==> src/rtl/spi_rx_slave.sv <==
// SPI mode-0 receiver: oversampled sclk/mosi/cs_n/dc, MSB-first words
// tagged with D/C, delivered through a one-entry valid/ready register.
module spi_rx_slave #(
  parameter int DATA_W      = 8,
  parameter int SYNC_STAGES = 2
) (
  input  logic              clk,
  input  logic              rst,
  input  logic              spi_sclk,
  input  logic              spi_mosi,
  input  logic              spi_cs_n,
  input  logic              spi_dc,
  output logic [DATA_W-1:0] rx_data,
  output logic              rx_dc,
  output logic              rx_valid,
  input  logic              rx_ready,
  output logic              frame_end,
  output logic              frame_err,
  output logic              overrun,
  input  logic              clr_ovr
);

  localparam int CW = $clog2(DATA_W) + 1;
  localparam logic [CW-1:0] FULL = CW'(DATA_W);

  typedef enum logic [1:0] {
    S_IDLE,
    S_ACTIVE,
    S_END
  } state_t;

  state_t state_q, state_d;

  logic [SYNC_STAGES-1:0] sclk_s;
  logic [SYNC_STAGES-1:0] mosi_s;
  logic [SYNC_STAGES-1:0] cs_s;
  logic [SYNC_STAGES-1:0] dc_s;
  logic [SYNC_STAGES-1:0] fill;
  logic                   sclk_q;
  logic                   cs_q;
  logic                   armed;

  logic sclk_y, mosi_y, cs_y, dc_y;
  logic sclk_rise, cs_fall, cs_rise;

  logic [CW-1:0]     cnt_q, cnt_d, cnt_inc;
  logic [DATA_W-1:0] shift_q, shift_d, word;
  logic              done, err_d;
  logic              load, drop;

  assign sclk_y = sclk_s[SYNC_STAGES-1];
  assign mosi_y = mosi_s[SYNC_STAGES-1];
  assign cs_y   = cs_s[SYNC_STAGES-1];
  assign dc_y   = dc_s[SYNC_STAGES-1];

  assign sclk_rise = sclk_y & ~sclk_q;
  assign cs_rise   = cs_y & ~cs_q;
  // cs_n low at reset release must first be seen high before a frame opens
  assign cs_fall   = armed & cs_q & ~cs_y;

  always_ff @(posedge clk or negedge rst) begin
    if (!rst) begin
      sclk_s <= '0;
      mosi_s <= '0;
      cs_s   <= '1;
      dc_s   <= '0;
      fill   <= '0;
      sclk_q <= 1'b0;
      cs_q   <= 1'b1;
      armed  <= 1'b0;
    end else begin
      sclk_s <= {sclk_s[SYNC_STAGES-2:0], spi_sclk};
      mosi_s <= {mosi_s[SYNC_STAGES-2:0], spi_mosi};
      cs_s   <= {cs_s[SYNC_STAGES-2:0], spi_cs_n};
      dc_s   <= {dc_s[SYNC_STAGES-2:0], spi_dc};
      fill   <= {fill[SYNC_STAGES-2:0], 1'b1};
      sclk_q <= sclk_y;
      cs_q   <= cs_y;
      if (fill[SYNC_STAGES-1] && cs_y) begin
        armed <= 1'b1;
      end
    end
  end

  always_ff @(posedge clk or negedge rst) begin
    if (!rst) begin
      state_q   <= S_IDLE;
      cnt_q     <= '0;
      shift_q   <= '0;
      frame_err <= 1'b0;
    end else begin
      state_q   <= state_d;
      cnt_q     <= cnt_d;
      shift_q   <= shift_d;
      frame_err <= err_d;
    end
  end

  always_comb begin
    state_d = state_q;
    cnt_d   = cnt_q;
    shift_d = shift_q;
    cnt_inc = cnt_q + CW'(sclk_rise);
    word    = shift_q;
    done    = 1'b0;
    err_d   = 1'b0;
    unique case (state_q)
      S_IDLE: begin
        if (cs_fall) begin
          state_d = S_ACTIVE;
          cnt_d   = '0;
          shift_d = '0;
        end
      end
      S_ACTIVE: begin
        if (sclk_rise) begin
          shift_d = {shift_q[DATA_W-2:0], mosi_y};
        end
        if (cnt_q == FULL) begin
          done  = 1'b1;
          cnt_d = CW'(sclk_rise);
        end else begin
          cnt_d = cnt_inc;
          // last bit and cs_rise together: finish the word first
          if (cs_rise && cnt_inc == FULL) begin
            done = 1'b1;
            word = shift_d;
          end
        end
        if (cs_rise) begin
          state_d = S_END;
          cnt_d   = '0;
          err_d   = ~done & (cnt_inc != '0);
        end
      end
      S_END: begin
        state_d = S_IDLE;
      end
      default: begin
        state_d = S_IDLE;
      end
    endcase
  end

  assign frame_end = (state_q == S_END);

  assign load = done & (~rx_valid | rx_ready);
  assign drop = done & rx_valid & ~rx_ready;

  always_ff @(posedge clk or negedge rst) begin
    if (!rst) begin
      rx_data  <= '0;
      rx_dc    <= 1'b0;
      rx_valid <= 1'b0;
      overrun  <= 1'b0;
    end else begin
      if (load) begin
        rx_data  <= word;
        rx_dc    <= dc_y;
        rx_valid <= 1'b1;
      end else if (rx_valid && rx_ready) begin
        rx_valid <= 1'b0;
      end
      if (drop) begin
        overrun <= 1'b1;
      end else if (clr_ovr) begin
        overrun <= 1'b0;
      end
    end
  end

endmodule

==> config.mk <==
export PLATFORM = sky130hd
export DESIGN_NAME = spi_rx_slave
export DESIGN_NICKNAME = d
export VERILOG_FILES = /design/src/rtl/spi_rx_slave.sv
export SDC_FILE = /design/constraint.sdc
export NUM_CORES = 1
export LEC_CHECK = 0
export CAP_MARGIN = 20
export CORE_AREA = 2 2 57 59
export CTS_CLUSTER_SIZE = 25
export DETAILED_ROUTE_END_ITERATION = 6
export DIE_AREA = 0 0 59 61
export PLACE_DENSITY = 0.77
export SKIP_LAST_GASP = 1
export SYNTH_ARGS = -nofsm -noshare
export SYNTH_HDL_FRONTEND = slang
export SYNTH_SLANG_ARGS = --single-unit
export TNS_END_PERCENT = 5
==> constraint.sdc <==
create_clock -name clk -period 5.6 [get_ports clk]
set_input_delay 0.84 -clock clk [delete_from_list [all_inputs] [get_ports clk]]
set_output_delay 0.84 -clock clk [all_outputs]
set_load 0.03 [all_outputs]
==> results.md, run 1 <==
* Run status: complete, no violations
* Ports at 21
* Post-placement cell count at 167
* First-pass DRT Iterations at 4
* Vias per inst at roughly 5.6
* CP endpoint kind: register
* Post-Syn Nets at 125
* Final nets at 150
* Kind of cell adding the most delay to the critical path: compound AO/OA/AOI/OAI gates
* CTS Hold Bufs at 0
* CTS root buf: clkbuf_4
* GRT Overall Usage at 0.178
* Residual DRC at 0
* TritonCTS buffer count at 5
* Max-capacitance violation count at 0
* Die ar. at 0.00360 mm^2
* Setup TNS at 0 ns
* Pin count of the biggest net entering global routing at 40
* Row cnt at 20
* Fmax at 409 MHz
* Data arrival time of the worst path at 2.68 ns
* Register area share after synthesis at 0.623
* TritonCTS clock tree: built
* Post-CTS Setup Repair Bufs at 0
* Core area at 0.00295 mm^2
* Final min period at 2.45 ns
* Pwr/cell area at about 290 mW/mm^2
* Post-layout total power at between 0.5 and 0.6 mW
* Ordered list of cells on the worst path: and3b_1, ha_1, xor2_1, nor3_1, o211ai_1, a21boi_4, mux2_2
* H-tree levels at 2
* Worst skew pair latency at 0.35 ns
* Slowest CP cell: dfrtp_1
* Critical Path RT at 5.84 ns
* First-pass GRT wire length at 4.60 mm
* Final setup viols at 0
* RSZ-0062 raised after global routing: no
* Initial antenna violation count at 0
* Critical Path Fanout Max at 9
* Final Max Tran Viols at 0
* GPL Wtd Cong at 0.835
* Hpwl dp at roughly 1.8 mm
* # diodes at 0
* Initial Utilization at 0.532
* # clock sinks at 39
* Layout cells sized above 1 at 0.218
* Buf/Inv on CP at 0
* Clk buf depth at 2
* Critical Path Max Stage Delay at 0.43 ns
* Min Hold Slack at approximately 0.36 ns
* YS warnings at 0
* Worst-Margin Slew at 0.807 ns
* Clock-pin slew on the worst setup and hold paths at ~0.11 ns
* Die height at 61 um
* CP Launch Type: register
* Largest registers: rx_data (8), shift_q (8), cnt_q (4)
* Tcrit/Tclk final at 0.437
* Most frequent cells in the layout: 36 x dfrtp_1, 19 x clkdlybuf4s50_1, 17 x mux2_2
* Antenna-violating nets left at 0
* Vias in the first global route at between 1000 and 1500
* Clock skew at 0.00667 ns
* Post-Syn Area at 0.00157 mm^2
* Layout Area Growth over Synthesis at 18.2%
* WS Path Type: reg -> reg
* PortBufs at 20
* Most common library cell in the layout ignoring fill and taps: dfrtp_1
* Syn avg cell area at 13.5 um^2
* Hold Crit Class: reg -> reg
* Slew HR at 0.462
* Final std cells w/o fill at 175
* Peak VDD IR at between 0.2 and 0.25 mV
* Grt ovf at 0
* Syn Inst Count at 116
* Routed len/inst at 14.6 um
* Routed WL at 2.55 mm
* Initial DRC count at 38
* Final hold vios at 0
* Via count at 987
* #FFs+latches synth at 39
* CTS resizes at 0
* Post-synthesis cell type count at 34
* Die width at 59 um
* LEAKAGE at 0.869 nW
path summary, 6_finish.rpt:
| path | from | to | slack [ns] | depth (start not counted) |
|---|---|---|---|---|
| min in group asynchronous | rst | cnt_q[3] | 0.57 | 1 |
| worst max register to register | cnt_q[0] | rx_data[3] | 3.15 | 7 |
| worst min-delay path | mosi_s[0] | mosi_s[1] | 0.36 | 0 |
| max in group asynchronous | rst | rx_data[3] | 4.53 | 1 |
| worst min register to register | mosi_s[0] | mosi_s[1] | 0.36 | 0 |
| worst max-delay path | cnt_q[0] | rx_data[3] | 3.15 | 7 |
Yosys cell counts:
library cell | n | area [um^2]
or3_1 | 1 | 6.26
conb_1 | 1 | 3.75
nor4b_1 | 1 | 8.76
o211ai_1 | 1 | 7.51
and2_1 | 2 | 12.5
ha_1 | 1 | 12.5
o211ai_2 | 1 | 12.5
dfstp_2 | 3 | 78.8
nor2_1 | 4 | 15.0
buf_1 | 1 | 3.75
a22o_1 | 9 | 78.8
buf_2 | 1 | 5.00
a21boi_4 | 1 | 18.8
and3b_1 | 1 | 8.76
nand2_1 | 5 | 18.8
a21oi_1 | 1 | 5.00
nand4bb_1 | 1 | 11.3
mux2_2 | 17 | 191
nand2b_1 | 4 | 25.0
a21o_1 | 1 | 7.51
nor2b_1 | 3 | 18.8
o22ai_1 | 1 | 6.26
a31oi_1 | 2 | 12.5
xnor2_1 | 1 | 8.76
o21ai_0 | 4 | 20.0
nor3_1 | 1 | 5.00
xor2_1 | 1 | 8.76
inv_1 | 4 | 15.0
nand3b_1 | 1 | 7.51
a211oi_1 | 1 | 7.51
nand3_1 | 1 | 5.00
and4_1 | 1 | 8.76
o21bai_1 | 2 | 15.0
dfrtp_1 | 36 | 901
report_power, final:
group	internal, mW	switching, mW	total, mW
registers	0.300	0.0186	0.319
clock network	0.0479	0.0927	0.141
logic	0.0317	0.0454	0.0770
total	0.380	0.157	0.537
area by class of cell:
type / instances / area, um^2
fillers: 238 / 1100
flip-flops and latches: 39 / 980
multi-input cells: 71 / 568
clock buffers: 5 / 37.5
clock inverters: 3 / 20.0
inverters: 4 / 15.0
repair buffers: 20 / 195
well taps: 33 / 41.3
routing by layer:
layer,global-route usage,part of all wire
met1,0.208,0.44
met2,0.281,0.49
met3,0.0512,0.040
met4,0.133,0.031
met5,0,0
kinds of logic after synthesis:
family,Yosys count,synth area share
XOR/XNOR,2,0.0111
buffers and inverters,6,0.0151
AO/OA/AOI/OAI,24,0.122
adder cells (fa/ha/maj),1,0.00796
multiplexers,17,0.122
other,1,0.00239
flip-flops,39,0.623
AND/OR/NAND/NOR,26,0.0963
stage by stage:
step | setup WS (ns) | instance area (um^2) | utilization
finish | 3.15 | 1860 | 0.629
global route | 2.97 | 1860 | 0.629
CTS | 3.14 | 1860 | 0.629
detailed placement | 3.17 | 1800 | 0.609
global placement | 3.31 | 1800 | 0.609
floorplan | 3.37 | 1570 | -
(Power assumes the default switching activity.)
==> run 2, diff against run 1 <==
--- a/config.mk
+++ b/config.mk
@@ -6,11 +6,11 @@
 export NUM_CORES = 1
 export LEC_CHECK = 0
 export CAP_MARGIN = 20
-export CORE_AREA = 2 2 57 59
+export CORE_AREA = 2 2 58 60
 export CTS_CLUSTER_SIZE = 25
 export DETAILED_ROUTE_END_ITERATION = 6
-export DIE_AREA = 0 0 59 61
-export PLACE_DENSITY = 0.77
+export DIE_AREA = 0 0 60 62
+export PLACE_DENSITY = 0.75
 export SKIP_LAST_GASP = 1
 export SYNTH_ARGS = -nofsm -noshare
 export SYNTH_HDL_FRONTEND = slang
==> constraint.sdc (replaced) <==
create_clock -name clk -period 2.53 [get_ports clk]
set_input_delay 0.3795 -clock clk [delete_from_list [all_inputs] [get_ports clk]]
set_output_delay 0.3795 -clock clk [all_outputs]
set_load 0.03 [all_outputs]
==> results.md, run 2 (synthesized netlist as in run 1, its figures left out) <==
* Run status: complete, no violations
* Clock skew at 0.0111 ns (+0.00442 ns)
* CTS root buf: clkbuf_4
* Min Hold Slack at 0.120 ns (-0.243 ns)
* Initial DRC count at 55 (+45%)
* Die ar. at 0.00372 mm^2 (+3.4%)
* Initial antenna violation count at 0 (unchanged)
* Peak VDD IR at 0.413 mV (+87%)
* GRT Overall Usage at 0.164 (-0.0142)
* Largest registers: rx_data (8), shift_q (8), cnt_q (4)
* PortBufs at 20 (unchanged)
* Final std cells w/o fill at 190 (+8.6%)
* Pwr/cell area at 627 mW/mm^2 (+120%)
* Final setup viols at 0 (unchanged)
* Antenna-violating nets left at 0 (unchanged)
* First-pass GRT wire length at 4.44 mm (-3.5%)
* Critical Path Fanout Max at 9 (unchanged)
* Row cnt at 21 (+5.0%)
* WS Path Type: reg -> reg
* Hpwl dp at 1.79 mm (+1.0%)
* Placed Area at 0.00182 mm^2 (+0.90%)
* Clk buf depth at 2 (unchanged)
* TritonCTS clock tree: built
* Routed WL at 2.63 mm (+3.2%)
* Tcrit/Tclk final at 0.928 (+0.491)
* Cell area after layout at 0.00191 mm^2 (+2.6%)
* Die width at 60 um (+1.7%)
* Vias per inst at 5.33 (-5.6%)
* # diodes at 0 (unchanged)
* CP Launch Type: register
* R2R setup slack at 0.18 ns (-2.97 ns)
* CTS Hold Bufs at 0 (unchanged)
* LEAKAGE at 0.883 nW (+1.5%)
* Critical Path RT at 2.75 ns (-3.09 ns)
* Final min period at 2.35 ns (-0.0987 ns)
* Reg area at 980 um^2 (unchanged)
* Ports at 21 (unchanged)
* Post-placement cell count at 180 (+7.8%)
* Post-layout total power at 1.20 mW (+120%)
* TritonCTS buffer count at 5 (unchanged)
* Worst skew pair latency at 0.34 ns (about the same)
* Vias in the first global route at 953 (-11%)
* Area of the multi-input gates at 573 um^2 (+0.88%)
* Fmax at 426 MHz (+4.2%)
* Final Max Tran Viols at 0 (unchanged)
* Via count at 1012 (+2.5%)
* CP endpoint kind: register
* Worst-Margin Slew at 0.817 ns (+0.0101 ns)
* # clock sinks at 39 (unchanged)
* Layout cells sized above 1 at 0.236 (+0.0178)
* Routed len/inst at 13.8 um (-5.0%)
* Max-capacitance violation count at 0 (unchanged)
* FF-to-FF path depth at 8 (+1)
* Final nets at 152 (+1.3%)
* GPL Wtd Cong at 0.836 (+0.11%)
* Die height at 62 um (+1.6%)
* Pin count of the biggest net entering global routing at 40 (unchanged)
* Final hold vios at 0 (unchanged)
* Hold Crit Class: in -> async
* Residual DRC at 0 (unchanged)
* Slew HR at 0.455 (-0.00672)
* H-tree levels at 2 (unchanged)
* Clock-pin slew on the worst setup and hold paths at 0.13 ns (+0.02 ns)
* Fill cells at 258 (+8.4%)
* Grt ovf at 0 (unchanged)
* Most common library cell in the layout ignoring fill and taps: dfrtp_1
* Initial Utilization at 0.494 (-0.0379)
* FF-to-FF Start: cnt_q[0]
* Core area at 0.00318 mm^2 (+7.7%)
* First-pass DRT Iterations at 4 (unchanged)
* Setup TNS at 0 ns (unchanged)
* Layout Area Growth over Synthesis at 21.3%
* Most frequent cells in the layout: 36 x dfrtp_1, 19 x clkdlybuf4s50_1, 17 x mux2_2
* RSZ-0062 raised after global routing: no
* RR Endpoint: rx_data[0]
* Data arrival time of the worst path at 2.57 ns (-0.11 ns)
==> run 2: metal layers <==
| layer | vias to the layer above | part of all wire | global-route usage | wire length (um) |
|---|---|---|---|---|
| met2 | 46 | 0.48 | 0.253 | 1250 |
| met5 | - | 0 | 0 | 0 |
| met4 | 0 | 0.017 | 0.0857 | 46 |
| met3 | 9 | 0.064 | 0.0497 | 169 |
| met1 | 483 | 0.44 | 0.210 | 1160 |
| li1 | 474 | - | - | - |
==> run 2: worst max path at each step <==
stage / startpoint / to / slack, ns
after CTS: cnt_q[0] / rx_data[0] / 0.02
final: cnt_q[0] / rx_data[0] / 0.18
after floorplan: cnt_q[0] / rx_data[0] / 0.30
after detailed placement: cnt_q[0] / rx_data[0] / 0.05
after global routing: cnt_q[0] / rx_data[0] / 0.09
after global placement: cnt_q[0] / rx_data[0] / 0.25
==> run 2: cell type report <==
cell class	instances	area share
inverters	4	0.00788
clock buffers	5	0.0197
clock inverters	3	0.0105
well taps	46	0.0302
flip-flops and latches	39	0.514
multi-input cells	71	0.301
repair buffers	22	0.117
==> run 2: metrics by stage <==
step           worst slack [ns]   util
6_report                  0.182  0.599
5_1_grt                  0.0941  0.599
4_1_cts                  0.0159  0.589
3_5_place_dp             0.0518  0.571
3_3_place_gp              0.253  0.571
2_1_floorplan             0.303      -
==> run 2: critical path, cell delays in order (launching register included) <==
cell      delay [ns]
dfrtp_1         0.43
and3b_1         0.24
ha_1            0.24
xor2_1          0.21
nor3_2          0.21
o211ai_1        0.20
a21boi_4        0.22
buf_12          0.14
mux2_2          0.33
==> run 2: what timing repair did <==
item / in CTS / in global routing
resized for setup: 0 / 1
buffers inserted: 0 / 2
setup endpoints to repair: 0 / 9
==> run 2: report_power, final <==
part           switching [mW]  internal [mW]  leakage (nW)
Clock                   0.207          0.106        0.0272
Sequential             0.0407          0.665         0.504
Combinational           0.105         0.0714         0.352
Total                   0.353          0.842         0.883
==> run 3, diff against run 2 <==
--- a/config.mk
+++ b/config.mk
@@ -6,11 +6,10 @@
 export NUM_CORES = 1
 export LEC_CHECK = 0
 export CAP_MARGIN = 20
-export CORE_AREA = 2 2 58 60
+export CORE_AREA = 2 2 65 73
 export CTS_CLUSTER_SIZE = 25
 export DETAILED_ROUTE_END_ITERATION = 6
-export DIE_AREA = 0 0 60 62
-export PLACE_DENSITY = 0.75
+export DIE_AREA = 0 0 67 75
 export SKIP_LAST_GASP = 1
 export SYNTH_ARGS = -nofsm -noshare
 export SYNTH_HDL_FRONTEND = slang
==> constraint.sdc (replaced) <==
create_clock -name clk -period 2.53 [get_ports clk]
set_input_delay 0.3795 -clock clk [delete_from_list [all_inputs] [get_ports clk]]
set_output_delay 0.3795 -clock clk [all_outputs]
set_load 0.02 [all_outputs]
==> results.md, run 3 (synthesized netlist as in run 1, its figures left out) <==
* FF-to-FF Start: cnt_q[0]
* FF-to-FF path depth at 8 (unchanged)
* Worst skew pair latency at 0.29 ns (-0.05 ns)
* Core area at 0.00425 mm^2 (+34%)
* Hold Crit Class: in -> async
* Die ar. at 0.00503 mm^2 (+35%)
* Ordered list of cells on the worst path: and3b_1, ha_1, xor2_1, nor3_2, o211ai_1, a21boi_4, buf_12, mux2_2
* Tcrit/Tclk final at 0.909 (-0.0186)
* Post-layout total power at 1.27 mW (+6.4%)
* Fmax at 435 MHz (+2.0%)
* Pwr/cell area at 658 mW/mm^2 (+4.9%)
* Residual DRC at 0 (unchanged)
* WS Path Type: reg -> reg
* Post-placement cell count at 188 (+4.4%)
* Core Util, Final at 0.455 (-0.145)
* Die width at 67 um (+12%)
* Routed len/inst at 12.9 um (-7.0%)
* Final min period at 2.30 ns (-0.0472 ns)
* Grt ovf at 0 (unchanged)
* Vias in the first global route at 988 (+3.7%)
* Data arrival time of the worst path at 2.47 ns (-0.10 ns)
* Worst-Margin Slew at 0.901 ns (+0.0838 ns)
* Setup TNS at 0 ns (unchanged)
* Final nets at 151 (-0.66%)
* Pin count of the biggest net entering global routing at 40 (unchanged)
* Antenna-violating nets left at 0 (unchanged)
* GPL Wtd Cong at 0.705 (-16%)
* Run status: complete, no violations
* Initial Utilization at 0.369 (-0.125)
* # diodes at 0 (unchanged)
* LEAKAGE at 0.899 nW (+1.9%)
* Critical Path RT at 2.70 ns (-0.05 ns)
* Ports at 21 (unchanged)
* Buf/Inv on CP at 1 (unchanged)
* Die height at 75 um (+21%)
* Critical Path Fanout Max at 9 (unchanged)
* Initial DRC count at 20 (-64%)
* Hpwl dp at 1.75 mm (-1.9%)
* Fill cells at 412 (+60%)
* Max-capacitance violation count at 0 (unchanged)
* PortBufs at 20 (unchanged)
* Clk buf depth at 2 (unchanged)
* Reg area at 980 um^2 (unchanged)
* CP Launch Type: register
* Vias per inst at 4.86 (-8.7%)
* Clock-pin slew on the worst setup and hold paths at 0.08 ns (-0.05 ns)
* Layout cells sized above 1 at 0.231 (-0.00534)
* TritonCTS clock tree: built
* Layout Area Growth over Synthesis at 23.1%
* TritonCTS buffer count at 5 (unchanged)
* Slew HR at 0.399 (-0.0559)
* First-pass DRT Iterations at 4 (unchanged)
* Peak VDD IR at 0.393 mV (-4.9%)
* Largest registers: rx_data (8), shift_q (8), cnt_q (4)
* Most common library cell in the layout ignoring fill and taps: dfrtp_1
* Clock skew at 0.00556 ns (-0.00554 ns)
* CTS Hold Bufs at 0 (unchanged)
* Final std cells w/o fill at 197 (+3.7%)
* Final setup viols at 0 (unchanged)
* Slowest CP cell: dfrtp_1
* GRT Overall Usage at 0.123 (-0.0413)
* R2R setup slack at 0.23 ns (+0.05 ns)
* CP endpoint kind: register
* Routed WL at 2.54 mm (-3.6%)
* # clock sinks at 39 (unchanged)
* RSZ-0062 raised after global routing: no
* CTS root buf: clkbuf_8
* RR Endpoint: rx_data[1]
* Area of the multi-input gates at 573 um^2 (unchanged)
* Via count at 958 (-5.3%)
* Most frequent cells in the layout: 36 x dfrtp_1, 19 x clkdlybuf4s50_1, 17 x mux2_2
* Initial antenna violation count at 0 (unchanged)
* First-pass GRT wire length at 4.49 mm (+1.1%)
* Critical Path Max Stage Delay at 0.42 ns (about the same)
* H-tree levels at 2 (unchanged)
* Row cnt at 25 (+19%)
* Final Max Tran Viols at 0 (unchanged)
* Final hold vios at 0 (unchanged)
* Kind of cell adding the most delay to the critical path: simple AND/OR/NAND/NOR gates
[run 3: how the worst max path moves through the flow]
stage / start / to / slack [ns] / depth (start not counted)
after floorplan: cnt_q[0] / rx_data[0] / 0.30 / 8
after global placement: cnt_q[0] / rx_data[3] / 0.23 / 7
after detailed placement: cnt_q[0] / rx_data[1] / 0.08 / 7
after CTS: cnt_q[0] / rx_data[1] / 0.07 / 7
after global routing: cnt_q[0] / rx_data[1] / 0.07 / 8
final: cnt_q[0] / rx_data[1] / 0.23 / 8
[run 3: cell type report]
cell class,instances,share of cell area
Sequential cell,39,0.506
Multi-Input combinational cell,71,0.296
Timing Repair Buffer,21,0.111
Clock buffer,5,0.0356
Tap cell,54,0.0349
Clock inverter,3,0.00776
Inverter,4,0.00776
[run 3: routing by layer]
layer,track usage,part of all wire
met1,0.158,0.45
met5,0,0
met4,0.0680,0.027
met3,0.0404,0.053
met2,0.184,0.47
[run 3: repair_timing]
item                                    CTS  global route
setup buffers                             0             1
endpoints found under the hold margin     0             0
endpoints found under the setup margin    0             9
gates resized for setup                   0             1
[run 3: power by group]
group          switching (mW)  total, mW  internal [mW]
clock                   0.210      0.399          0.188
sequential             0.0413      0.706          0.665
combinational          0.0960      0.167         0.0711
total                   0.348       1.27          0.925
[run 3: stage by stage]
stage	area (um^2)	setup slack [ns]	hold slack [ns]
6_report	1930	0.230	0.206
5_1_grt	1930	0.0721	0.289
4_1_cts	1910	0.0725	0.244
3_5_place_dp	1830	0.0811	0.335
3_3_place_gp	1830	0.233	0.332
2_1_floorplan	1570	0.303	0.0839
